## config.mk

```make
export PLATFORM = sky130hd
export DESIGN_NAME = clk_div_prog
export DESIGN_NICKNAME = d
export VERILOG_FILES = /design/src/rtl/clk_div_pkg.sv /design/src/rtl/clk_div_chan.sv /design/src/rtl/clk_div_prog.sv
export SDC_FILE = /design/constraint.sdc
export NUM_CORES = 1
export LEC_CHECK = 0
export ABC_AREA = 1
export BUFFER_PORTS_ARGS = -buffer_cell sky130_fd_sc_hd__buf_2
export CELL_PAD_IN_SITES_DETAIL_PLACEMENT = 0
export CELL_PAD_IN_SITES_GLOBAL_PLACEMENT = 1
export CORE_ASPECT_RATIO = 1.1
export CORE_MARGIN = 5
export CORE_UTILIZATION = 45
export DETAILED_ROUTE_END_ITERATION = 10
export PLACE_DENSITY_LB_ADDON = 0.1
export SLEW_MARGIN = 20
export SYNTH_ARGS = -nofsm -noshare
export SYNTH_HDL_FRONTEND = slang
export SYNTH_SLANG_ARGS = --single-unit
export TNS_END_PERCENT = 5
```

## constraint.sdc

```tcl
create_clock -name clk -period 4.4 [get_ports clk]
set_clock_uncertainty 0.05 [all_clocks]
set_input_delay 0.44 -clock clk [delete_from_list [all_inputs] [get_ports clk]]
set_output_delay 0.44 -clock clk [all_outputs]
set_load 0.005 [all_outputs]
```

## src/rtl/clk_div_pkg.sv

```systemverilog
// rtl/clk_div_pkg.sv - shared constants, channel state type and divisor clamp for clk_div_prog
package clk_div_pkg;

    localparam int CLK_DIV_CNT_W_DEF = 20;
    localparam int CLK_DIV_MIN       = 1;

    typedef enum logic [1:0] {
        IDLE  = 2'd0,
        RUN   = 2'd1,
        DRAIN = 2'd2
    } chan_state_t;

    // A zero divisor would never reach a boundary, so it is promoted to the minimum.
    function automatic logic [31:0] clamp_div(input logic [31:0] i_val);
        return (i_val == 32'd0) ? 32'(CLK_DIV_MIN) : i_val;
    endfunction

endpackage

```

## src/rtl/clk_div_chan.sv

```systemverilog
// rtl/clk_div_chan.sv - one divider channel: half-period counter, shadow divisor and IDLE/RUN/DRAIN FSM
module clk_div_chan
    import clk_div_pkg::*;
#(
    parameter int CNT_W       = CLK_DIV_CNT_W_DEF,
    parameter int DEFAULT_DIV = 16
) (
    input  logic             i_clk,
    input  logic             i_rst,
    input  logic             i_enable,
    input  logic             i_align,
    input  logic [CNT_W-1:0] i_div_in,
    input  logic             i_div_load,
    output logic             o_div_pending,
    output logic             o_out_clk,
    output logic             o_tick
);

    chan_state_t      r_state;
    logic [CNT_W-1:0] r_cycle;
    logic [CNT_W-1:0] r_div_act;
    logic [CNT_W-1:0] r_shadow;
    logic             r_pending;
    logic             r_out;
    logic             r_tick;

    logic [CNT_W-1:0] w_div_new;
    logic             w_bound;

    assign w_div_new = CNT_W'(clamp_div(32'(i_div_in)));
    assign w_bound   = (r_cycle == r_div_act - CNT_W'(1));

    always_ff @(posedge i_clk or posedge i_rst) begin
        if (i_rst) begin
            r_state   <= IDLE;
            r_cycle   <= '0;
            r_div_act <= CNT_W'(DEFAULT_DIV);
            r_shadow  <= CNT_W'(DEFAULT_DIV);
            r_pending <= 1'b0;
            r_out     <= 1'b0;
            r_tick    <= 1'b0;
        end else if (i_align) begin
            r_cycle <= '0;
            r_out   <= 1'b0;
            r_tick  <= 1'b0;
            r_state <= i_enable ? RUN : IDLE;
            if (r_pending) begin
                r_div_act <= r_shadow;
            end
            if (i_div_load) begin
                r_shadow  <= w_div_new;
                r_pending <= 1'b1;
            end else begin
                r_pending <= 1'b0;
            end
        end else begin
            r_tick <= 1'b0;
            if (i_div_load) begin
                r_shadow  <= w_div_new;
                r_pending <= 1'b1;
            end
            case (r_state)
                IDLE: begin
                    r_cycle <= '0;
                    r_out   <= 1'b0;
                    if (i_div_load) begin
                        r_div_act <= w_div_new;
                        r_pending <= 1'b0;
                    end else if (r_pending) begin
                        r_div_act <= r_shadow;
                        r_pending <= 1'b0;
                    end
                    if (i_enable) begin
                        r_state <= RUN;
                    end
                end
                RUN, DRAIN: begin
                    if (!i_enable && !r_out) begin
                        r_state <= IDLE;
                        r_cycle <= '0;
                    end else if (w_bound) begin
                        r_cycle <= '0;
                        r_out   <= ~r_out;
                        r_tick  <= 1'b1;
                        if (r_pending) begin
                            r_div_act <= r_shadow;
                            if (!i_div_load) begin
                                r_pending <= 1'b0;
                            end
                        end
                        // Disabled here means the high phase is ending, so the channel parks low.
                        r_state <= i_enable ? RUN : IDLE;
                    end else begin
                        r_cycle <= r_cycle + CNT_W'(1);
                        r_state <= i_enable ? RUN : DRAIN;
                    end
                end
                default: r_state <= IDLE;
            endcase
        end
    end

    assign o_div_pending = r_pending;
    assign o_out_clk     = r_out;
    assign o_tick        = r_tick;

endmodule

```

## src/rtl/clk_div_prog.sv

```systemverilog
// rtl/clk_div_prog.sv - multi-channel programmable clock divider top; CLK_DIV_PHASE_ALIGN_EN adds the align input
module clk_div_prog
    import clk_div_pkg::*;
#(
    parameter int NUM_CH      = 2,
    parameter int CNT_W       = CLK_DIV_CNT_W_DEF,
    parameter int DEFAULT_DIV = 16
) (
    input  logic                    clk,
    input  logic                    reset,
    input  logic [NUM_CH-1:0]       enable,
    input  logic [NUM_CH*CNT_W-1:0] div_in,
    input  logic [NUM_CH-1:0]       div_load,
`ifdef CLK_DIV_PHASE_ALIGN_EN
    input  logic                    align,
`endif
    output logic [NUM_CH-1:0]       div_pending,
    output logic [NUM_CH-1:0]       out_clk,
    output logic [NUM_CH-1:0]       tick
);

    logic [1:0] r_rst_sync;
    logic       w_rst;
    logic       w_align;

    // Reset asserts immediately but releases only after two clean clk edges.
    always_ff @(posedge clk or posedge reset) begin
        if (reset) begin
            r_rst_sync <= 2'b11;
        end else begin
            r_rst_sync <= {r_rst_sync[0], 1'b0};
        end
    end

    assign w_rst = r_rst_sync[1];

`ifdef CLK_DIV_PHASE_ALIGN_EN
    assign w_align = align;
`else
    assign w_align = 1'b0;
`endif

    for (genvar k = 0; k < NUM_CH; k++) begin : g_ch
        clk_div_chan #(
            .CNT_W       (CNT_W),
            .DEFAULT_DIV (DEFAULT_DIV)
        ) u_chan (
            .i_clk         (clk),
            .i_rst         (w_rst),
            .i_enable      (enable[k]),
            .i_align       (w_align),
            .i_div_in      (div_in[k*CNT_W +: CNT_W]),
            .i_div_load    (div_load[k]),
            .o_div_pending (div_pending[k]),
            .o_out_clk     (out_clk[k]),
            .o_tick        (tick[k])
        );
    end

endmodule

```

==> results.json, run 1 <==
{
  "wirelength_mm": 24.4,
  "clockBufferDepth": 2,
  "place_inst": 1518,
  "worstPathRequired_ns": 4.72,
  "clkPwrFrac_pct": 23.5,
  "max_clock_freq_mhz": 330,
  "final_cell_mix": "nand2_1, inv_1, dfrtp_1",
  "synth.avg_cell_area_um2": 6.85,
  "fin_crit_ns": 3.03,
  "final_common_cell": "nand2_1",
  "path_cells": "inv_1 > ha_1 > nor2_1 > clkinv_1 > o21ai_0 > a21oi_1 > a21oi_1 > nand4_1 > nand2_1",
  "n_fill_cell": 1971,
  "finalNonFillerCells": 1551,
  "postSynth.asyncResetShare_pct": 100,
  "final_area_um2": 9660,
  "p_sw_mw": 3.13,
  "timing.critical_path.mode_cell": "a21oi_1",
  "start_util_pct": 45.6,
  "multi_input_area_um2": 4540,
  "gr-total-overflow": 0,
  "clock_latency_ns": 0.44,
  "cts.reportedPaths.clkPinSlew_ns": 0.07,
  "post-route-util_pct": 50.8,
  "drive_gt1_share_pct": 9.97,
  "core_um2": 19000,
  "yosys_warnings": 0,
  "cts_buffers": 17,
  "final_hold_viol_count": 0,
  "die_area_um2": 22200,
  "comb_power_share_pct": 47.7,
  "critPathMaxFanout": 19,
  "status": "finished, final reports clean",
  "final-seq-area_um2": 3310,
  "critPathMaxStageDelay_ns": 0.71,
  "synth_xor_area_share_pct": 5.65,
  "crit_path_start_kind": "register",
  "vias": 8032,
  "grtUsageTotal_pct": 23.0,
  "grt_first_pass_wirelength_mm": 41.0,
  "finalNetCount": 1345,
  "min_path_type": "in -> reg",
  "dieWidth_um": 142,
  "synth_cell_types": 44,
  "synth_compound_area_share_pct": 9.86,
  "synth_edf_count": 0,
  "switching_share_pct": 47.8,
  "areaGrowthSynthToFinish_pct": 11.3,
  "tightestPinTransition_ns": 0.937,
  "rows": 53,
  "peakVddDrop_mv": 0.596,
  "postCtsSetupBuffers": 0,
  "n_antenna_cell": 0,
  "p_leak_nw": 4.80,
  "synthAdderAreaFrac_pct": 1.15,
  "slew-limit-headroom_pct": 37.5,
  "syn_area_um2": 8680,
  "die_y_um": 156,
  "cts.repair.resized": 0,
  "synth_seq_area_share_pct": 38.1,
  "critPathCaptureType": "register",
  "report.final.slew_viol_count": 0,
  "synth_top_family_by_area": "simple AND/OR/NAND/NOR gates",
  "final_antenna_net_count": 0,
  "finalSetupViolCount": 0,
  "gp_congestion": 0.842,
  "postSynthCellCount": 1267,
  "arrival_ns": 3.35,
  "cp_slowest_cell": "nor2_1",
  "io_buffers": 51,
  "holdBufCountCts": 1,
  "boundaryPins": 52,
  "cts_tree": "yes",
  "drc": 0,
  "p_int_mw": 3.42,
  "power_mw": 6.56,
  "antenna_found_initial": 0,
  "synthMuxAreaShare_pct": 0,
  "clockRootBuffer": "clkbuf_16",
  "grt_max_degree": 103,
  "syn-num-nets": 1321,
  "final.setup.tns_ns": 0,
  "hpwl_mm": 17.6,
  "h-tree-depth": 4,
  "rsz0062_at_grt": "false",
  "synthSimpleGateAreaFrac_pct": 35.6,
  "sequentialPowerShare_pct": 28.8,
  "drv_cap": 0,
  "p_per_area_nw_per_um2": 678,
  "wire_per_inst_um": 15.7,
  "grt_pass1_vias": 8153,
  "placed_area_um2": 9030,
  "firstDrtPassIters": 5,
  "drt-initial-drc-count": 483,
  "ys.flop_type": "dfrtp_1",
  "crit_type": "reg -> reg",
  "yosys_register_bits": 132,
  "period_share_pct": 68.9,
  "vias_per_cell": 5.18,
  "cts.sinks": 132
}
-- critical path, delay by kind of cell (launching register included) --
| kind | cells | cell delay, ns |
|---|---|---|
| buffers and inverters | 2 | 0.67 |
| and+or+nand+nor | 3 | 0.92 |
| DFF | 1 | 0.37 |
| AOI/OAI and AO/OA | 3 | 0.44 |
| adders and majority gates | 1 | 0.50 |
-- layer usage --
metal | track usage (%) | share of wire [%]
met1 | 26.9 | 42
met3 | 3.62 | 2.1
met5 | 0 | 0
met4 | 8.24 | 2.6
met2 | 42.5 | 54
-- cells in the mapped netlist, types with 2 or more instances --
| master | count | area share (%) |
|---|---|---|
| inv_2 | 3 | 0.13 |
| nand2_2 | 5 | 0.36 |
| buf_4 | 8 | 0.69 |
| nor4_1 | 10 | 0.72 |
| nand2_1 | 413 | 18 |
| xor2_1 | 45 | 4.5 |
| o21ai_1 | 12 | 0.69 |
| o22ai_1 | 12 | 0.86 |
| o21ai_0 | 87 | 5.0 |
| clkinv_1 | 5 | 0.22 |
| nor3_1 | 15 | 0.86 |
| nand3_2 | 2 | 0.23 |
| a22oi_1 | 4 | 0.35 |
| o2111ai_1 | 2 | 0.20 |
| a21oi_1 | 32 | 1.8 |
| dfrtp_1 | 126 | 36 |
| buf_2 | 6 | 0.35 |
| xnor2_1 | 11 | 1.1 |
| o211ai_1 | 3 | 0.26 |
| clkbuf_1 | 33 | 1.4 |
| ha_1 | 8 | 1.2 |
| buf_1 | 3 | 0.13 |
| nor2_4 | 2 | 0.26 |
| nor2_1 | 115 | 5.0 |
| nand3b_1 | 5 | 0.43 |
| inv_1 | 136 | 5.9 |
| nor2_2 | 14 | 1.0 |
| nand4_1 | 64 | 4.6 |
| o21bai_1 | 2 | 0.17 |
| dfstp_2 | 6 | 1.8 |
| nand3_1 | 60 | 3.5 |
| buf_6 | 6 | 0.78 |
-- worst paths after layout --
path,start,end,slack [ns],depth (start not counted)
worst max-delay path,g_ch[1].u_chan.r_state[1],g_ch[1].u_chan.r_div_act[2],1.37,9
worst min-delay path,div_in[22],g_ch[1].u_chan.r_shadow[2],0.19,3
worst max register to register,g_ch[1].u_chan.r_state[1],g_ch[1].u_chan.r_div_act[2],1.37,9
worst min register to register,r_rst_sync[0],r_rst_sync[1],0.31,0
max in group asynchronous,r_rst_sync[1],g_ch[1].u_chan.r_cycle[16],2.93,2
min in group asynchronous,r_rst_sync[1],g_ch[0].u_chan.r_shadow[18],0.42,1
-- power by group through the flow --
stage          clock network (mW)  registers [mW]  logic (mW)
4_1_cts                      1.56            1.89        3.14
3_5_place_dp                    0            1.91        3.13
5_1_grt                      1.62            1.94        3.61
6_report                     1.54            1.89        3.13
2_1_floorplan                   0            1.75        2.58
3_3_place_gp                    0            1.91        3.12
-- metrics by stage --
step / hold slack (ns) / worst slack (ns)
6_report: 0.187 / 1.37
5_1_grt: 0.189 / 1.04
4_1_cts: 0.174 / 1.42
3_5_place_dp: 0.300 / 1.29
3_3_place_gp: 0.299 / 1.33
2_1_floorplan: 0.295 / 0.554
-- cell type report --
cell class | count | area share, %
clock inverter | 14 | 1.94
multi-input combinational | 935 | 47.0
sequential | 132 | 34.3
timing repair buffer | 61 | 3.44
tap | 247 | 3.20
inverter | 144 | 5.64
clock buffer | 18 | 4.54
-- sequential cells by signal, indices dropped and copies added (netlist names) --
register,flops
g_ch.u_chan.r_shadow,40
g_ch.u_chan.o_out_clk,2
g_ch.u_chan.r_div_act,40
g_ch.u_chan.r_cycle,40
g_ch.u_chan.o_tick,2
g_ch.u_chan.r_state,4
r_rst_sync,2
g_ch.u_chan.o_div_pending,2
-- kinds of logic after synthesis --
logic type               count (synthesis)
AND/OR/NAND/NOR                        711
buffers and inverters                  200
adder cells (fa/ha/maj)                  8
XOR/XNOR                                56
other                                    1
flip-flops                             132
AO/OA/AOI/OAI                          159
Note: power is estimated with default switching activity, not from simulation.
==> run 2, diff against run 1 <==
--- a/config.mk
+++ b/config.mk
@@ -11,7 +11,7 @@
 export CELL_PAD_IN_SITES_GLOBAL_PLACEMENT = 1
 export CORE_ASPECT_RATIO = 1.1
 export CORE_MARGIN = 5
-export CORE_UTILIZATION = 45
+export CORE_UTILIZATION = 40
 export DETAILED_ROUTE_END_ITERATION = 10
 export PLACE_DENSITY_LB_ADDON = 0.1
 export SLEW_MARGIN = 20
==> constraint.sdc (replaced) <==
create_clock -name clk -period 2.7 [get_ports clk]
set_clock_uncertainty 0.05 [all_clocks]
set_input_delay 0.27 -clock clk [delete_from_list [all_inputs] [get_ports clk]]
set_output_delay 0.27 -clock clk [all_outputs]
set_load 0.005 [all_outputs]
==> results.json, run 2 (same netlist as run 1, synthesis figures left out) <==
{
  "peakVddDrop_mv": 0.817,
  "placed_area_um2": 9280,
  "r2r_slack_ns": 0.24,
  "start_util_pct": 40.6,
  "switching_share_pct": 47.0,
  "max_clock_freq_mhz": 406,
  "crit_path_start_kind": "register",
  "status": "finished, final reports clean",
  "clkPwrFrac_pct": 23.0,
  "final_hold_viol_count": 0,
  "cts_buffers": 17,
  "final_area_um2": 9950,
  "drv_cap": 0,
  "grt_max_degree": 58,
  "min_path_type": "in -> reg",
  "finalSetupViolCount": 0,
  "timing.final.ws_setup_ns": 0.237,
  "gp_congestion": 0.851,
  "cp_slowest_cell": "dfrtp_1",
  "drt-initial-drc-count": 387,
  "p_int_mw": 5.92,
  "cts.reportedPaths.clkPinSlew_ns": 0.07,
  "hpwl_mm": 18.7,
  "vias_per_cell": 5.06,
  "tightestPinTransition_ns": 0.773,
  "core_um2": 21400,
  "comb_power_share_pct": 49.9,
  "critical_path_buf_inv_count": 3,
  "period_share_pct": 91.2,
  "sequentialPowerShare_pct": 27.2,
  "drc": 0,
  "die_y_um": 165,
  "crit_type": "reg -> reg",
  "final.setup.tns_ns": 0,
  "dieWidth_um": 150,
  "critPathMaxStageDelay_ns": 0.40,
  "clockRootBuffer": "clkbuf_16",
  "n_antenna_cell": 0,
  "boundaryPins": 52,
  "arrival_ns": 2.72,
  "h-tree-depth": 4,
  "gr-total-overflow": 0,
  "finalNetCount": 1368,
  "final_cell_mix": "nand2_1, inv_1, dfrtp_1",
  "rows": 56,
  "final_antenna_net_count": 0,
  "p_per_area_nw_per_um2": 1120,
  "worstPathRequired_ns": 2.96,
  "grt_first_pass_wirelength_mm": 42.6,
  "firstDrtPassIters": 4,
  "areaGrowthSynthToFinish_pct": 14.5,
  "critPathCaptureType": "register",
  "place_ws_ns": 0.221,
  "slew-limit-headroom_pct": 48.5,
  "reg_top3": "g_ch.u_chan.r_cycle (40), g_ch.u_chan.r_div_act (40), g_ch.u_chan.r_shadow (40)",
  "p_sw_mw": 5.26,
  "wirelength_mm": 25.8,
  "fin_crit_ns": 2.46,
  "p_leak_nw": 4.94,
  "power_mw": 11.2,
  "die_area_um2": 24800,
  "clock_latency_ns": 0.43,
  "n_fill_cell": 2268,
  "clockBufferDepth": 2,
  "final_common_cell": "nand2_1",
  "report.final.slew_viol_count": 0,
  "grt_pass1_vias": 8175,
  "cts.sinks": 132,
  "io_buffers": 51,
  "path_cells": "inv_1 > ha_1 > nand2_2 > nor2_1 > nand2_1 > nor2_2 > nand3_1 > nand2_1 > nand3_1 > nor2_1 > nand3_1 > nand2_2 > buf_6 > nand4_1 > nand2_1 > inv_1",
  "critPathMaxFanout": 21,
  "vias": 8187,
  "cts_tree": "yes",
  "antenna_found_initial": 0,
  "wire_per_inst_um": 16.0,
  "rsz0062_at_grt": "true",
  "path_delay_family": "simple AND/OR/NAND/NOR gates",
  "drive_gt1_share_pct": 11.6,
  "grtUsageTotal_pct": 21.9
}
==> run 2: cell count changes in the layout (fill, tap and decap cells not counted), sizes merged <==
cell / change
buf: +23
inv: -2
clkbuf: +1
clkinv: +2
clkinvlp: -2
bufinv: +1
==> run 2: power by group through the flow <==
stage	Clock [mW]	Sequential [mW]	Combinational (mW)
floorplan	0	2.86	4.20
finish	2.57	3.04	5.58
global route	2.70	3.10	6.35
global placement	0	3.08	5.56
CTS	2.61	3.06	5.61
detailed placement	0	3.09	5.58
==> run 2: metal layers <==
layer	vias to the layer above	share of wire, %	global-route usage (%)	wire length, um
met3	36	2.0	3.05	522
met5	-	0	0	0
met4	0	2.1	6.24	536
met2	105	54	41.2	13900
li1	4171	-	-	-
met1	3875	42	25.8	10800
==> run 2: final timing paths <==
check,from,to,cells after the start
worst max-delay path,g_ch[0].u_chan.r_div_act[1],g_ch[0].u_chan.o_div_pending,16
worst min-delay path,div_in[6],g_ch[0].u_chan.r_shadow[6],3
worst max register to register,g_ch[0].u_chan.r_div_act[1],g_ch[0].u_chan.o_div_pending,16
worst min register to register,r_rst_sync[1],g_ch[0].u_chan.r_shadow[13],1
max in group asynchronous,r_rst_sync[1],g_ch[1].u_chan.r_shadow[4],2
min in group asynchronous,r_rst_sync[1],g_ch[0].u_chan.r_shadow[13],1
==> run 2: what timing repair did <==
item                                    in CTS  in global routing
setup buffers                                0                  1
hold buffers                                 1                  0
endpoints found under the setup margin       0                 36
hold endpoints to repair                     2                  0
gates resized for setup                      0                  3
==> run 2: per-stage QoR <==
stage	hold WS, ns	std cells	utilization (%)
2_1_floorplan	0.132	1267	-
3_3_place_gp	0.239	1583	43.4
3_5_place_dp	0.249	1583	43.4
4_1_cts	0.00835	1616	46.5
5_1_grt	0.0145	1617	46.5
6_report	0.0269	1617	46.5
==> run 2: area by class of cell <==
cell class,count,area [um2],share of cell area (%)
clock buffer,19,443,4.45
clock inverter,13,191,1.92
sequential,132,3310,33.3
inverter,144,544,5.47
tap,290,363,3.65
multi-input combinational,935,4550,45.7
timing repair buffer,84,547,5.50
==> run 2: worst reg2reg max path, delay by kind of cell, from the launching register on <==
family	cells	cell delay (ns)
and+or+nand+nor	12	1.31
DFF	1	0.40
buffers and inverters	3	0.39
adders and majority gates	1	0.21
==> run 3, diff against run 2 <==
--- a/config.mk
+++ b/config.mk
@@ -11,11 +11,12 @@
 export CELL_PAD_IN_SITES_GLOBAL_PLACEMENT = 1
 export CORE_ASPECT_RATIO = 1.1
 export CORE_MARGIN = 5
-export CORE_UTILIZATION = 40
+export CORE_UTILIZATION = 41
 export DETAILED_ROUTE_END_ITERATION = 10
 export PLACE_DENSITY_LB_ADDON = 0.1
 export SLEW_MARGIN = 20
 export SYNTH_ARGS = -nofsm -noshare
 export SYNTH_HDL_FRONTEND = slang
+export SYNTH_HIERARCHICAL = 1
 export SYNTH_SLANG_ARGS = --single-unit
 export TNS_END_PERCENT = 5
==> constraint.sdc (replaced) <==
create_clock -name clk -period 2.7 [get_ports clk]
set_clock_uncertainty 0.05 [all_clocks]
set_input_delay 0.54 -clock clk [delete_from_list [all_inputs] [get_ports clk]]
set_output_delay 0.54 -clock clk [all_outputs]
set_load 0.005 [all_outputs]
==> results.json, run 3 <==
{
  "sequentialPowerShare_pct": 35.6,
  "synthTopCellsByCount": "nand2_1, inv_1, dfrtp_1, nor2_1, nand3_1",
  "postSynth.asyncResetShare_pct": 100,
  "clock_latency_ns": 0.43,
  "wirelength_mm": 24.7,
  "min_path_type": "in -> async",
  "synth_seq_area_share_pct": 38.2,
  "netlist.area_leader.share_pct": 36.4,
  "io_buffers": 51,
  "rsz0062_at_grt": "false",
  "period_share_pct": 92.9,
  "cts.sinks": 132,
  "drv_cap": 0,
  "critPathCaptureType": "register",
  "yosysMostFrequentCell": "nand2_1",
  "tightestPinTransition_ns": 0.626,
  "rows": 55,
  "p_int_mw": 4.67,
  "final.setup.tns_ns": 0,
  "die_area_um2": 24200,
  "yosys.area.top_type": "dfrtp_1",
  "clockBufferDepth": 2,
  "p_leak_nw": 4.84,
  "crit_path_start_kind": "register",
  "gp_congestion": 0.829,
  "finalNetCount": 1368,
  "critical_path.startpoint": "g_ch[1].u_chan/r_div_act[0]",
  "synth_edf_count": 0,
  "status": "finished, final reports clean",
  "report.final.slew_viol_count": 0,
  "crit_type": "reg -> reg",
  "power_mw": 7.88,
  "clkPwrFrac_pct": 29.8,
  "drive_gt1_share_pct": 12.1,
  "h-tree-depth": 4,
  "start_util_pct": 41.9,
  "synth_cell_types": 41,
  "n_antenna_cell": 0,
  "final_cell_mix": "nand2_1, inv_1, dfrtp_1",
  "gr-total-overflow": 0,
  "synth.avg_cell_area_um2": 6.94,
  "wire_per_inst_um": 15.3,
  "n_fill_cell": 2158,
  "final_antenna_net_count": 0,
  "peakVddDrop_mv": 0.440,
  "hold_ws_ns": 0.0774,
  "grt_max_degree": 66,
  "comb_power_share_pct": 34.5,
  "vias_per_cell": 5.01,
  "drc": 0,
  "cts_tree": "yes",
  "arrival_ns": 2.82,
  "firstDrtPassIters": 5,
  "final_common_cell": "nand2_1",
  "switching_share_pct": 40.7,
  "p_sw_mw": 3.21,
  "reg2reg_from": "g_ch[1].u_chan/r_div_act[0]",
  "antenna_found_initial": 0,
  "hpwl_mm": 18.1,
  "clockRootBuffer": "clkbuf_16",
  "worstPathRequired_ns": 3.02,
  "core_um2": 20700,
  "fin_crit_ns": 2.51,
  "grt_pass1_vias": 7924,
  "holdBufCountCts": 0,
  "critPathMaxFanout": 12,
  "finalSetupViolCount": 0,
  "final_hold_viol_count": 0,
  "slew-limit-headroom_pct": 58.2,
  "grtUsageTotal_pct": 20.9,
  "grt_first_pass_wirelength_mm": 40.4,
  "postSynthCellCount": 1249,
  "ys.flop_type": "dfrtp_1",
  "reg_top3": "g_ch.u_chan/r_cycle (40), g_ch.u_chan/r_div_act (40), g_ch.u_chan/r_shadow (40)",
  "cts.reportedPaths.clkPinSlew_ns": 0.06,
  "drt-initial-drc-count": 354,
  "finalNonFillerCells": 1611,
  "cts_buffers": 17,
  "syn_area_um2": 8670,
  "yosys_warnings": 6,
  "max_clock_freq_mhz": 399,
  "dieWidth_um": 149,
  "die_y_um": 163,
  "netlist_top_cells_area": "dfrtp_1, nand2_1, inv_1, nand3_1, o21ai_0",
  "yosys_register_bits": 132,
  "p_per_area_nw_per_um2": 791,
  "boundaryPins": 52,
  "areaGrowthSynthToFinish_pct": 14.8,
  "place_inst": 1579,
  "vias": 8077
}
-- run 3: changes by cell type after synthesis, sizes merged, moves of 6 or more --
cell    previous run  this run
inv              139       146
o211ai             3        18
nand3b             5        12
a21oi             32         6
nand2            419       407
xor2              45        38
xnor2             11        17
buf               23        10
nand4             64        22
nor3              15         8
nand3             63       108
o21ai             99       113
o22ai             12        19
-- run 3: metrics by stage --
step / worst slack (ns) / util [%] / cell area (um2)
2_1_floorplan: 0.521 / - / 8690
3_3_place_gp: 0.113 / 45.1 / 9340
3_5_place_dp: 0.0795 / 45.1 / 9340
4_1_cts: 0.0638 / 47.9 / 9920
5_1_grt: 0.00687 / 48.1 / 9960
6_report: 0.191 / 48.1 / 9960
-- run 3: cell families after synthesis --
kind of cell	count (synthesis)	share of synthesized area, %
other	1	0.0433
AOI/OAI and AO/OA	168	10.8
DFF	132	38.2
buffers and inverters	190	8.96
and+or+nand+nor	695	35.3
adders and majority gates	8	1.15
xor gates and xnor gates	55	5.56
-- run 3: layer usage --
| layer | vias to the layer above | track usage [%] | wire (um) |
|---|---|---|---|
| li1 | 4131 | - | - |
| met1 | 3797 | 24.5 | 10400 |
| met2 | 117 | 39.4 | 13100 |
| met3 | 32 | 2.78 | 610 |
| met4 | 0 | 6.59 | 548 |
| met5 | - | 0 | 0 |
-- run 3: worst max-delay path, stage by stage, from the launching register on --
cell and delay [ns]:
dfrtp_1 0.42, inv_1 0.14, ha_1 0.22, nand3_2 0.16, nor2_8 0.19, nand2_2 0.07
clkinv_1 0.07, nand3_1 0.06, nand2_1 0.10, nand3_1 0.09, nor2_2 0.19, nand3_2 0.16
nand2_8 0.15, buf_4 0.19, nand3b_1 0.10, nand2_1 0.09
-- run 3: layout make-up --
type                       instances  area [um2]  share of cell area [%]
clock buffer                      18         429                    4.31
clock inverter                    13         151                    1.52
inverter                         151         567                    5.69
multi-input combinational        932        4630                    46.5
sequential                       132        3310                    33.3
tap                              285         357                    3.58
timing repair buffer              80         510                    5.13
-- run 3: power by group through the flow --
stage,registers [mW],logic [mW],clock network [mW]
3_5_place_dp,2.85,2.71,0
2_1_floorplan,2.64,2.07,0
6_report,2.81,2.72,2.35
4_1_cts,2.82,2.73,2.40
5_1_grt,2.85,3.12,2.50
3_3_place_gp,2.85,2.71,0
-- run 3: what timing repair did --
item                       in CTS  in global routing
setup buffers                   0                  1
setup endpoints to repair       0                 42
gates resized for setup         0                  5
-- run 3: final timing paths --
check,endpoint,slack (ns),cells past startpoint
worst max-delay path,g_ch[1].u_chan/r_div_act[15],0.19,15
worst min-delay path,r_rst_sync[0],0.08,2
worst max register to register,g_ch[1].u_chan/r_div_act[15],0.19,15
worst min register to register,g_ch[1].u_chan/r_shadow[6],0.28,2
max in group asynchronous,g_ch[1].u_chan/r_div_act[4],1.98,2
min in group clk,g_ch[0].u_chan/r_shadow[7],0.30,3
